**config.mk**
```make
export PLATFORM = sky130hd
export DESIGN_NAME = dmem_arbiter
export DESIGN_NICKNAME = d
export VERILOG_FILES = /design/src/rtl/dmem_arbiter.sv
export SDC_FILE = /design/constraint.sdc
export NUM_CORES = 1
export LEC_CHECK = 0
export CORE_AREA = 2 2 99 101
export CTS_CLUSTER_SIZE = 10
export DETAILED_ROUTE_END_ITERATION = 8
export DIE_AREA = 0 0 101 103
export HOLD_SLACK_MARGIN = 0.05
export PLACE_DENSITY = 0.85
export SYNTH_ARGS = -nofsm -noshare
export SYNTH_HDL_FRONTEND = slang
export SYNTH_SLANG_ARGS = --single-unit
```
**constraint.sdc**
```tcl
create_clock -name clk -period 16.7 [get_ports clk]
set_clock_uncertainty 0.15 [all_clocks]
set_input_delay 5.01 -clock clk [delete_from_list [all_inputs] [get_ports clk]]
set_output_delay 5.01 -clock clk [all_outputs]
set_load 0.01 [all_outputs]
```
**src/rtl/dmem_arbiter.sv**
```systemverilog
// Two-master arbiter for the single-port data memory (1-cycle read latency).
// Default: fixed priority to port 0 with a starvation guard for port 1; define DMEM_ARB_RR_EN for round-robin.
module dmem_arbiter #(
  parameter int ADDRW    = 14,
  parameter int DATAW    = 32,
  parameter int MAX_WAIT = 8
) (
  input  logic                 clk,
  input  logic                 rst,
  input  logic                 p0_req,
  input  logic                 p0_we,
  input  logic [ADDRW-1:0]     p0_addr,
  input  logic [DATAW-1:0]     p0_wdata,
  input  logic [DATAW/8-1:0]   p0_wstrb,
  output logic                 p0_gnt,
  output logic                 p0_rvalid,
  output logic [DATAW-1:0]     p0_rdata,
  input  logic                 p1_req,
  input  logic                 p1_we,
  input  logic [ADDRW-1:0]     p1_addr,
  input  logic [DATAW-1:0]     p1_wdata,
  input  logic [DATAW/8-1:0]   p1_wstrb,
  output logic                 p1_gnt,
  output logic                 p1_rvalid,
  output logic [DATAW-1:0]     p1_rdata,
  output logic                 mem_en,
  output logic                 mem_we,
  output logic [ADDRW-1:0]     mem_addr,
  output logic [DATAW-1:0]     mem_wdata,
  output logic [DATAW/8-1:0]   mem_wstrb,
  input  logic [DATAW-1:0]     mem_rdata
);

  // Handshake: a master holds req and its fields stable until it sees gnt in the
  // same cycle; req+gnt at a posedge is one accepted transfer. Dropping req
  // before gnt withdraws the request. Reads return rvalid exactly one cycle later.

  logic             rd_owner_valid;
  logic             rd_owner_port;
  logic [DATAW-1:0] p0_rdata_q;
  logic [DATAW-1:0] p1_rdata_q;
  logic             p1_wins;

`ifdef DMEM_ARB_RR_EN
  logic last_gnt;

  // On contention the port that did not win last time goes next.
  always_comb p1_wins = (last_gnt == 1'b0);

  always_ff @(posedge clk or posedge rst) begin
    if (rst) begin
      last_gnt <= 1'b1;
    end else if (p0_gnt) begin
      last_gnt <= 1'b0;
    end else if (p1_gnt) begin
      last_gnt <= 1'b1;
    end
  end
`else
  localparam int CW = $clog2(MAX_WAIT + 1);
  logic [CW-1:0] wait_cnt;

  always_comb p1_wins = (wait_cnt == CW'(MAX_WAIT));

  // Counts consecutive denied cycles of port 1; saturates rather than wrapping.
  always_ff @(posedge clk or posedge rst) begin
    if (rst) begin
      wait_cnt <= '0;
    end else if (p1_req && !p1_gnt) begin
      if (wait_cnt != CW'(MAX_WAIT)) wait_cnt <= wait_cnt + CW'(1);
    end else begin
      wait_cnt <= '0;
    end
  end
`endif

  // Grants are suppressed while reset is held so outputs sit at reset values.
  always_comb begin
    p0_gnt = 1'b0;
    p1_gnt = 1'b0;
    if (!rst) begin
      if (p1_req && (!p0_req || p1_wins)) begin
        p1_gnt = 1'b1;
      end else if (p0_req) begin
        p0_gnt = 1'b1;
      end
    end
  end

  always_comb begin
    mem_en    = 1'b0;
    mem_we    = 1'b0;
    mem_addr  = '0;
    mem_wdata = '0;
    mem_wstrb = '0;
    if (p0_gnt) begin
      mem_en    = 1'b1;
      mem_we    = p0_we;
      mem_addr  = p0_addr;
      mem_wdata = p0_wdata;
      mem_wstrb = p0_wstrb;
    end else if (p1_gnt) begin
      mem_en    = 1'b1;
      mem_we    = p1_we;
      mem_addr  = p1_addr;
      mem_wdata = p1_wdata;
      mem_wstrb = p1_wstrb;
    end
  end

  always_ff @(posedge clk or posedge rst) begin
    if (rst) begin
      rd_owner_valid <= 1'b0;
      rd_owner_port  <= 1'b0;
      p0_rdata_q     <= '0;
      p1_rdata_q     <= '0;
    end else begin
      rd_owner_valid <= mem_en && !mem_we;
      rd_owner_port  <= p1_gnt;
      if (p0_rvalid) p0_rdata_q <= mem_rdata;
      if (p1_rvalid) p1_rdata_q <= mem_rdata;
    end
  end

  // Returning data passes straight through; the idle port keeps its last word.
  always_comb begin
    p0_rvalid = rd_owner_valid && !rd_owner_port;
    p1_rvalid = rd_owner_valid &&  rd_owner_port;
    p0_rdata  = p0_rvalid ? mem_rdata : p0_rdata_q;
    p1_rdata  = p1_rvalid ? mem_rdata : p1_rdata_q;
  end

endmodule

```
## Word level (Yosys, flattened, before mapping)

Index checks and enable logic that the tools add are counted.

| cells by class | value |
|---|---|
| multiplexer cells | 19 |
| $lt $le $gt $ge | 0 |
| shift-type cells | 0 |
| $mul | 0 |
| bitwise logic cells | 0 |
| add/sub/neg operators | 1 |
| reduce and logical (&&, ||, !) cells | 10 |
| divide/modulo/power cells | 0 |
| equal/unequal tests | 3 |

Operator list:

| cell | count |
|---|---|
| 32-bit two-way mux | 4 |
| 14-bit two-way mux | 2 |
| 4-bit two-way mux | 4 |
| 1-bit two-way mux | 9 |
| 1-bit logical AND | 5 |
| 4-bit by 1-bit adder with 4-bit output, second input constant | 1 |
| 4-bit == test, second input constant | 1 |
| 1-bit logical NOT | 4 |
| 4-bit inequality test, second input constant | 1 |
| 2-bit by 1-bit inequality test with 1-bit output, second input constant | 1 |
| 1-bit logical OR | 1 |

| word-level totals | value |
|---|---|
| memory bits (writable) | 0 |
| word-level logic and storage cells | 38 |
| register bits after elaboration | 70 |
| latch bits | 0 |
| memory bits (read-only) | 0 |
| memories | 0 |
| output and inout bits | 120 |

## Longest topological paths before layout

Gate-level depths: netlist of run 1.

| logic depth | value |
|---|---|
| depth after elaboration | 9 |
| gate-level depth with buffers | 7 |
| depth with buffers taken out | 5 |

## Worst setup path after synthesis of run 1

OpenSTA, ideal clock, no wires.

| timing path | value |
|---|---|
| path kind | in2out |
| start point | input port rst |
| end point | output port mem_addr[1] |
| arrival | 7439 ps |
| data required time | 11540 ps |
| stages on the path | 6 |
| setup slack | 4101 ps |
| path through | clkbuf_2 inv_1 o211a_1 buf_6 buf_6 a22o_1 |

| between the ends | value |
|---|---|
| elaborated cells on any way between the ends | 4 |
| classes of those cells | mux (4) |

RTL lines:

| element | line | source |
|---|---|---|
| from (decl) | 9 | `input logic rst,` |
| 1-bit two-way mux | 81 | `if (!rst) begin` |
| net p0_gnt | 15 | `output logic p0_gnt,` |
| 14-bit two-way mux | 96 | `if (p0_gnt) begin` |
| to (decl) | 28 | `output logic [ADDRW-1:0] mem_addr,` |

The timed path passes the listed nets, and every way through them passes these cells.

## Final worst setup path of run 1

| timing path | value |
|---|---|
| start point | input port rst |
| end point | output port mem_wdata[30] |

| between the ends | value |
|---|---|
| cells in the longest elaborated chain, start to end | 3 |
| elaborated cells on any way between the ends | 4 |
| classes of those cells | mux (4) |

RTL lines:

| element | line | source |
|---|---|---|
| 1-bit two-way mux | 81 |  |
| 32-bit two-way mux | 102 | `end else if (p1_gnt) begin` |
| 32-bit two-way mux (*) | 96 |  |
| to (decl) | 29 | `output logic [DATAW-1:0] mem_wdata,` |

Mark *: on every way between the ends. The rest lies on a longest branch, timed or not.

==> metrics.csv, run 1 <==
metric,value,unit
status,"complete, no violations",
hold_buffers,0,
wl_per_cell,19.8,µm
dp_hpwl,9500,µm
drive_gt1_share,18.7,%
slew_violations,0,
die_x,101,µm
r2r-start,rd_owner_port,
ff2ff_setup_slack,14.60,ns
total_power,0.000550,W
start_util,34.8,%
die_h,103,µm
clock-sinks,70,
fmax,76.5,MHz
cts_root_buffer,clkbuf_8,
path_max_fanout,72,
max_slew.worst_pin.slew,0.880,ns
ys_types,26,
ir_worst_vdd,0.0401,mV
synth_commonest_cells,"dfrtp_1 (70), mux2_2 (64), a22o_1 (47)",
synthCells,233,
drv_cap,0,
routed_wl,12000,µm
endpoint,mem_wdata[30],
fillers,753,
rows,36,
yosysWarnings,0,
endpoint_kind,primary output,
synth_seq_cells,70,
rsz0062_at_grt,no,
synthTopCellsByArea,"dfrtp_1 (53%), mux2_2 (22%), a22o_1 (13%)",
drtAntennaViolNets,0,
core,0.00946,mm²
crit_path_start_kind,input port,
tns,0,ns
postSynthAreaPerCell,14.1,µm²
nets,627,
clkSlewWorstSetupHoldPaths,0.07,ns
synth-edff-count,0,
clock_latency,0.33,ns
reg2regPathDepth,3,
leakage,2.47,nW
relSlewSlack,41.4,%
seq_area_frac_synth,53.2,%
vias,3007,
yosysMostFrequentCell,dfrtp_1,
crit_required,11.54,ns
min_path_type,reg2reg,
synth_nets,373,
grt_usage,22.5,%
ys.flop_type,dfrtp_1,
cts_tree,yes,
drc,0,
grt_remaining_overflow,0,
htreeDepth,3,
p_per_area,90.9,mW/mm²
r2r_end,p0_rdata_q[7],
cts_buffer_depth,2,
post_cts_resized,0,
cp.arrival,7.92,ns
syn_area,0.00329,mm²
yosys.area.top_type,dfrtp_1,
antenna_found_initial,1,
firstDrtPassIters,4,
grt_pass1_wl,17300,µm
critPathKind,in2out,
yosysTopAreaCellShare,53.2,%
portBuffers,257,
post-route-period-util,78.3,%
cts_buffers,9,
period_minus_slack,13.08,ns
io_pins,258,
grt_max_degree,73,
drt_iter0_drc,79,
post-cts-setup-buffers,0,
critPathLaunch,rst,
grt_pass1_vias,3156,
area_growth,83.7,%
multi_input_area,0.00135,mm²
hold_viol_final,0,
routed_via_density,4.96,
regArea,0.00175,mm²
async_flop_share,100,%
min_from,p1_rdata_q[21],
fp.dieArea,0.0104,mm²
gp_congestion,0.884,
finalSetupViolations,0,
==> through the flow <==
step	std cells	hold WS, ns	utilization (%)	setup WS [ns]	area, µm²
final	606	0.346	63.9	3.62	6050
after global routing	606	0.358	63.9	3.34	6050
after CTS	605	0.349	63.9	3.53	6050
after detailed placement	590	0.331	62.2	3.53	5880
after global placement	590	0.327	62.2	3.61	5880
after floorplan	233	0.362	-	4.10	3290
==> per-layer routing <==
layer / wire length [µm] / track usage [%] / vias to the layer above
met2: 6350 / 41.1 / 153
li1: - / - / 1381
met1: 4470 / 24.7 / 1457
met4: 257 / 7.17 / 0
met5: 0 / 0 / -
met3: 930 / 7.46 / 16
==> layout by cell type (no fill, tap or decap), types with 2 or more instances in the layout <==
cell type,count
dfrtp_1,70
buf_4,5
nor3_1,2
a22o_2,4
nand4_1,2
ha_1,2
inv_2,2
clkinvlp_4,2
o21ai_0,2
clkinv_2,3
a22o_1,47
mux2_2,64
clkbuf_8,9
clkdlybuf4s50_1,257
nand3_1,3
inv_1,5
==> how the worst min path moves through the flow <==
stage | endpoint | slack, ns | cells after the start
floorplan | p1_rdata_q[0] | 0.36 | 1
global placement | p0_rdata_q[13] | 0.33 | 1
detailed placement | p0_rdata_q[27] | 0.33 | 1
CTS | p0_rdata_q[9] | 0.35 | 1
global route | p1_rdata_q[1] | 0.36 | 1
finish | p1_rdata_q[21] | 0.35 | 1
==> flip-flops by register name (all words and copies together), names as in the netlist <==
name / count
wait_cnt: 4
rd_owner_port: 1
rd_owner_valid: 1
p1_rdata_q: 32
p0_rdata_q: 32
==> power breakdown <==
group / total [W] / switching (W) / internal (W) / leakage (nW)
clock network: 0.000116 / 0.0000637 / 0.0000527 / 0.0813
logic: 0.000220 / 0.0000833 / 0.000136 / 1.56
registers: 0.000214 / 0.00000900 / 0.000205 / 0.826
total: 0.000550 / 0.000156 / 0.000394 / 2.47
==> cell type report <==
cell class | instances | share of cell area [%]
timing repair buffer | 262 | 43.2
inverter | 7 | 0.434
clock buffer | 9 | 2.05
antenna | 1 | 0.0414
clock inverter | 6 | 0.641
tap | 114 | 2.36
multi-input combinational | 137 | 22.4
sequential | 70 | 29.0
==> logic make-up after synthesis <==
kind of cell,share of synthesized area [%]
buf+inv,5.74
compound gates,15.8
mux,21.9
fa+ha+maj,0.760
simple gates,2.05
xor+xnor,0.532
flops,53.2
==> critical path: stages <==
cell and delay [ns]:
clkdlybuf4s50_1 0.56, inv_2 0.10, buf_4 0.68, o211a_1 0.26, buf_4 0.44, a22o_2 0.24, clkdlybuf4s50_1 0.62
(Power assumes the default switching activity.)
==> run 2, diff against run 1 <==
==> config.mk (replaced) <==
export PLATFORM = sky130hd
export DESIGN_NAME = dmem_arbiter
export DESIGN_NICKNAME = d
export VERILOG_FILES = /design/src/rtl/dmem_arbiter.sv
export SDC_FILE = /design/constraint.sdc
export NUM_CORES = 1
export LEC_CHECK = 0
export CORE_UTILIZATION = 30
export CTS_CLUSTER_SIZE = 10
export DETAILED_ROUTE_END_ITERATION = 8
export HOLD_SLACK_MARGIN = 0.05
export PLACE_DENSITY = 0.77
export SYNTH_ARGS = -nofsm -noshare
export SYNTH_HDL_FRONTEND = slang
export SYNTH_SLANG_ARGS = --single-unit
==> constraint.sdc (replaced) <==
create_clock -name clk -period 10.9 [get_ports clk]
set_clock_uncertainty 0.15 [all_clocks]
set_input_delay 3.27 -clock clk [delete_from_list [all_inputs] [get_ports clk]]
set_output_delay 3.27 -clock clk [all_outputs]
set_load 0.01 [all_outputs]
==> metrics.csv, run 2 (synthesis results as in run 1) <==
metric,value,unit
cts_root_buffer,clkbuf_8,
io_pins,258,
grt_max_degree,72,
cp.arrival,5.56,ns
endpoint_kind,primary output,
place_ws,1.86,ns
grt_pass1_wl,17200,µm
design_area,0.00614,mm²
portBuffers,257,
cts_buffer_depth,2,
slew_violations,0,
drive_gt1_share,18.7,%
nets,626,
post-cts-setup-buffers,0,
period_minus_slack,8.98,ns
clkSlewWorstSetupHoldPaths,0.07,ns
critical-path-top-delay-family,buffers and inverters,
multi_input_area,0.00136,mm²
grt_remaining_overflow,0,
rows,37,
final_cell_mix,"clkdlybuf4s50_1 (257), dfrtp_1 (70), mux2_2 (64)",
grt_usage,19.8,%
core,0.0105,mm²
fillers,893,
drc,0,
ir_worst_vdd,0.0689,mV
cts_buffers,9,
firstDrtPassIters,4,
clock-sinks,70,
path_max_fanout,71,
drtAntennaViolNets,0,
min_path_type,reg2reg,
start_util,31.5,%
p_per_area,146,mW/mm²
final_common_cell,clkdlybuf4s50_1,
gp_congestion,0.817,
die_h,107,µm
area_growth,86.4,%
final_core_util,58.7,%
routed_via_density,4.87,
hold_buffers,0,
regArea,0.00175,mm²
top_regs,"p0_rdata_q x32, p1_rdata_q x32, wait_cnt x4",
htreeDepth,3,
cts_tree,yes,
crit_chain,clkdlybuf4s50_1 > inv_2 > buf_4 > o21ai_0 > inv_1 > clkdlybuf4s50_1,
tns,0,ns
cp_slowest_cell,buf_4,
wl_per_cell,18.0,µm
total_power,0.000894,W
post-route-period-util,82.4,%
antenna_found_initial,3,
post_cts_resized,0,
hold_viol_final,0,
fp.dieArea,0.0114,mm²
rsz0062_at_grt,no,
placed_area,0.00591,mm²
status,"complete, no violations",
critPathKind,in2out,
drt_iter0_drc,130,
routed_wl,11400,µm
clock_latency,0.33,ns
max_stage_delay,0.66,ns
die_x,107,µm
crit_required,7.48,ns
max_slew.worst_pin.slew,0.904,ns
leakage,2.50,nW
grt_pass1_vias,3318,
finalSetupViolations,0,
crit_path_start_kind,input port,
fmax,111,MHz
relSlewSlack,39.8,%
drv_cap,0,
setup_ws,1.92,ns
crit_top_cell,clkdlybuf4s50_1,
dp_hpwl,8760,µm
critical_path_buf_inv_count,5,
vias,3067,
## run 2: changes by cell type in the layout (fill, tap and decap cells not counted), sizes merged
| cell | change |
|---|---|
| inv | -1 |
| clkbuf | +2 |
| clkinvlp | -2 |
| buf | -1 |
| diode | +2 |
| bufinv | +2 |
## run 2: routing by layer
| metal | share of wire (%) | up-vias | GRT usage (%) |
|---|---|---|---|
| li1 | - | 1383 | - |
| met1 | 38 | 1516 | 21.2 |
| met2 | 52 | 148 | 34.5 |
| met3 | 7.7 | 20 | 6.81 |
| met4 | 2.7 | 0 | 10.5 |
| met5 | 0 | - | 0 |
## run 2: metrics by stage
stage	instances	hold slack, ns
finish	630	0.348
global route	630	0.361
CTS	627	0.350
detailed placement	611	0.333
global placement	611	0.327
floorplan	233	0.362
## run 2: worst paths after layout
path                                start             end  slack (ns)  cells past startpoint
setup / recovery                      rst          mem_en        1.92                      6
hold / removal             p1_rdata_q[29]  p1_rdata_q[29]        0.35                      1
setup reg to reg              wait_cnt[0]  rd_owner_valid        8.84                      6
hold reg to reg            p1_rdata_q[29]  p1_rdata_q[29]        0.35                      1
max in group asynchronous             rst   p0_rdata_q[2]        6.36                      3
min in group asynchronous             rst  p0_rdata_q[15]        3.62                      3
## run 2: cell type report
cell class | count | share of cell area, %
antenna | 3 | 0.122
clock buffer | 11 | 2.30
clock inverter | 5 | 1.35
inverter | 7 | 0.428
multi-input combinational | 137 | 22.1
sequential | 70 | 28.5
tap | 136 | 2.77
timing repair buffer | 261 | 42.4
## run 2: where the power goes
group          internal (W)  switching [W]  leakage, nW  total (W)
combinational      0.000208       0.000126         1.56   0.000335
clock              0.000136      0.0000951        0.114   0.000231
sequential         0.000314      0.0000142        0.826   0.000328
total              0.000658       0.000235         2.50   0.000894
## run 2: worst register-to-register path, cell delays in order, from the launching register on
cell and delay [ns]:
dfrtp_1 0.43, inv_1 0.08, ha_1 0.19, nand3b_4 0.14, a211oi_4 0.25, buf_4 0.48, a221oi_1 0.18
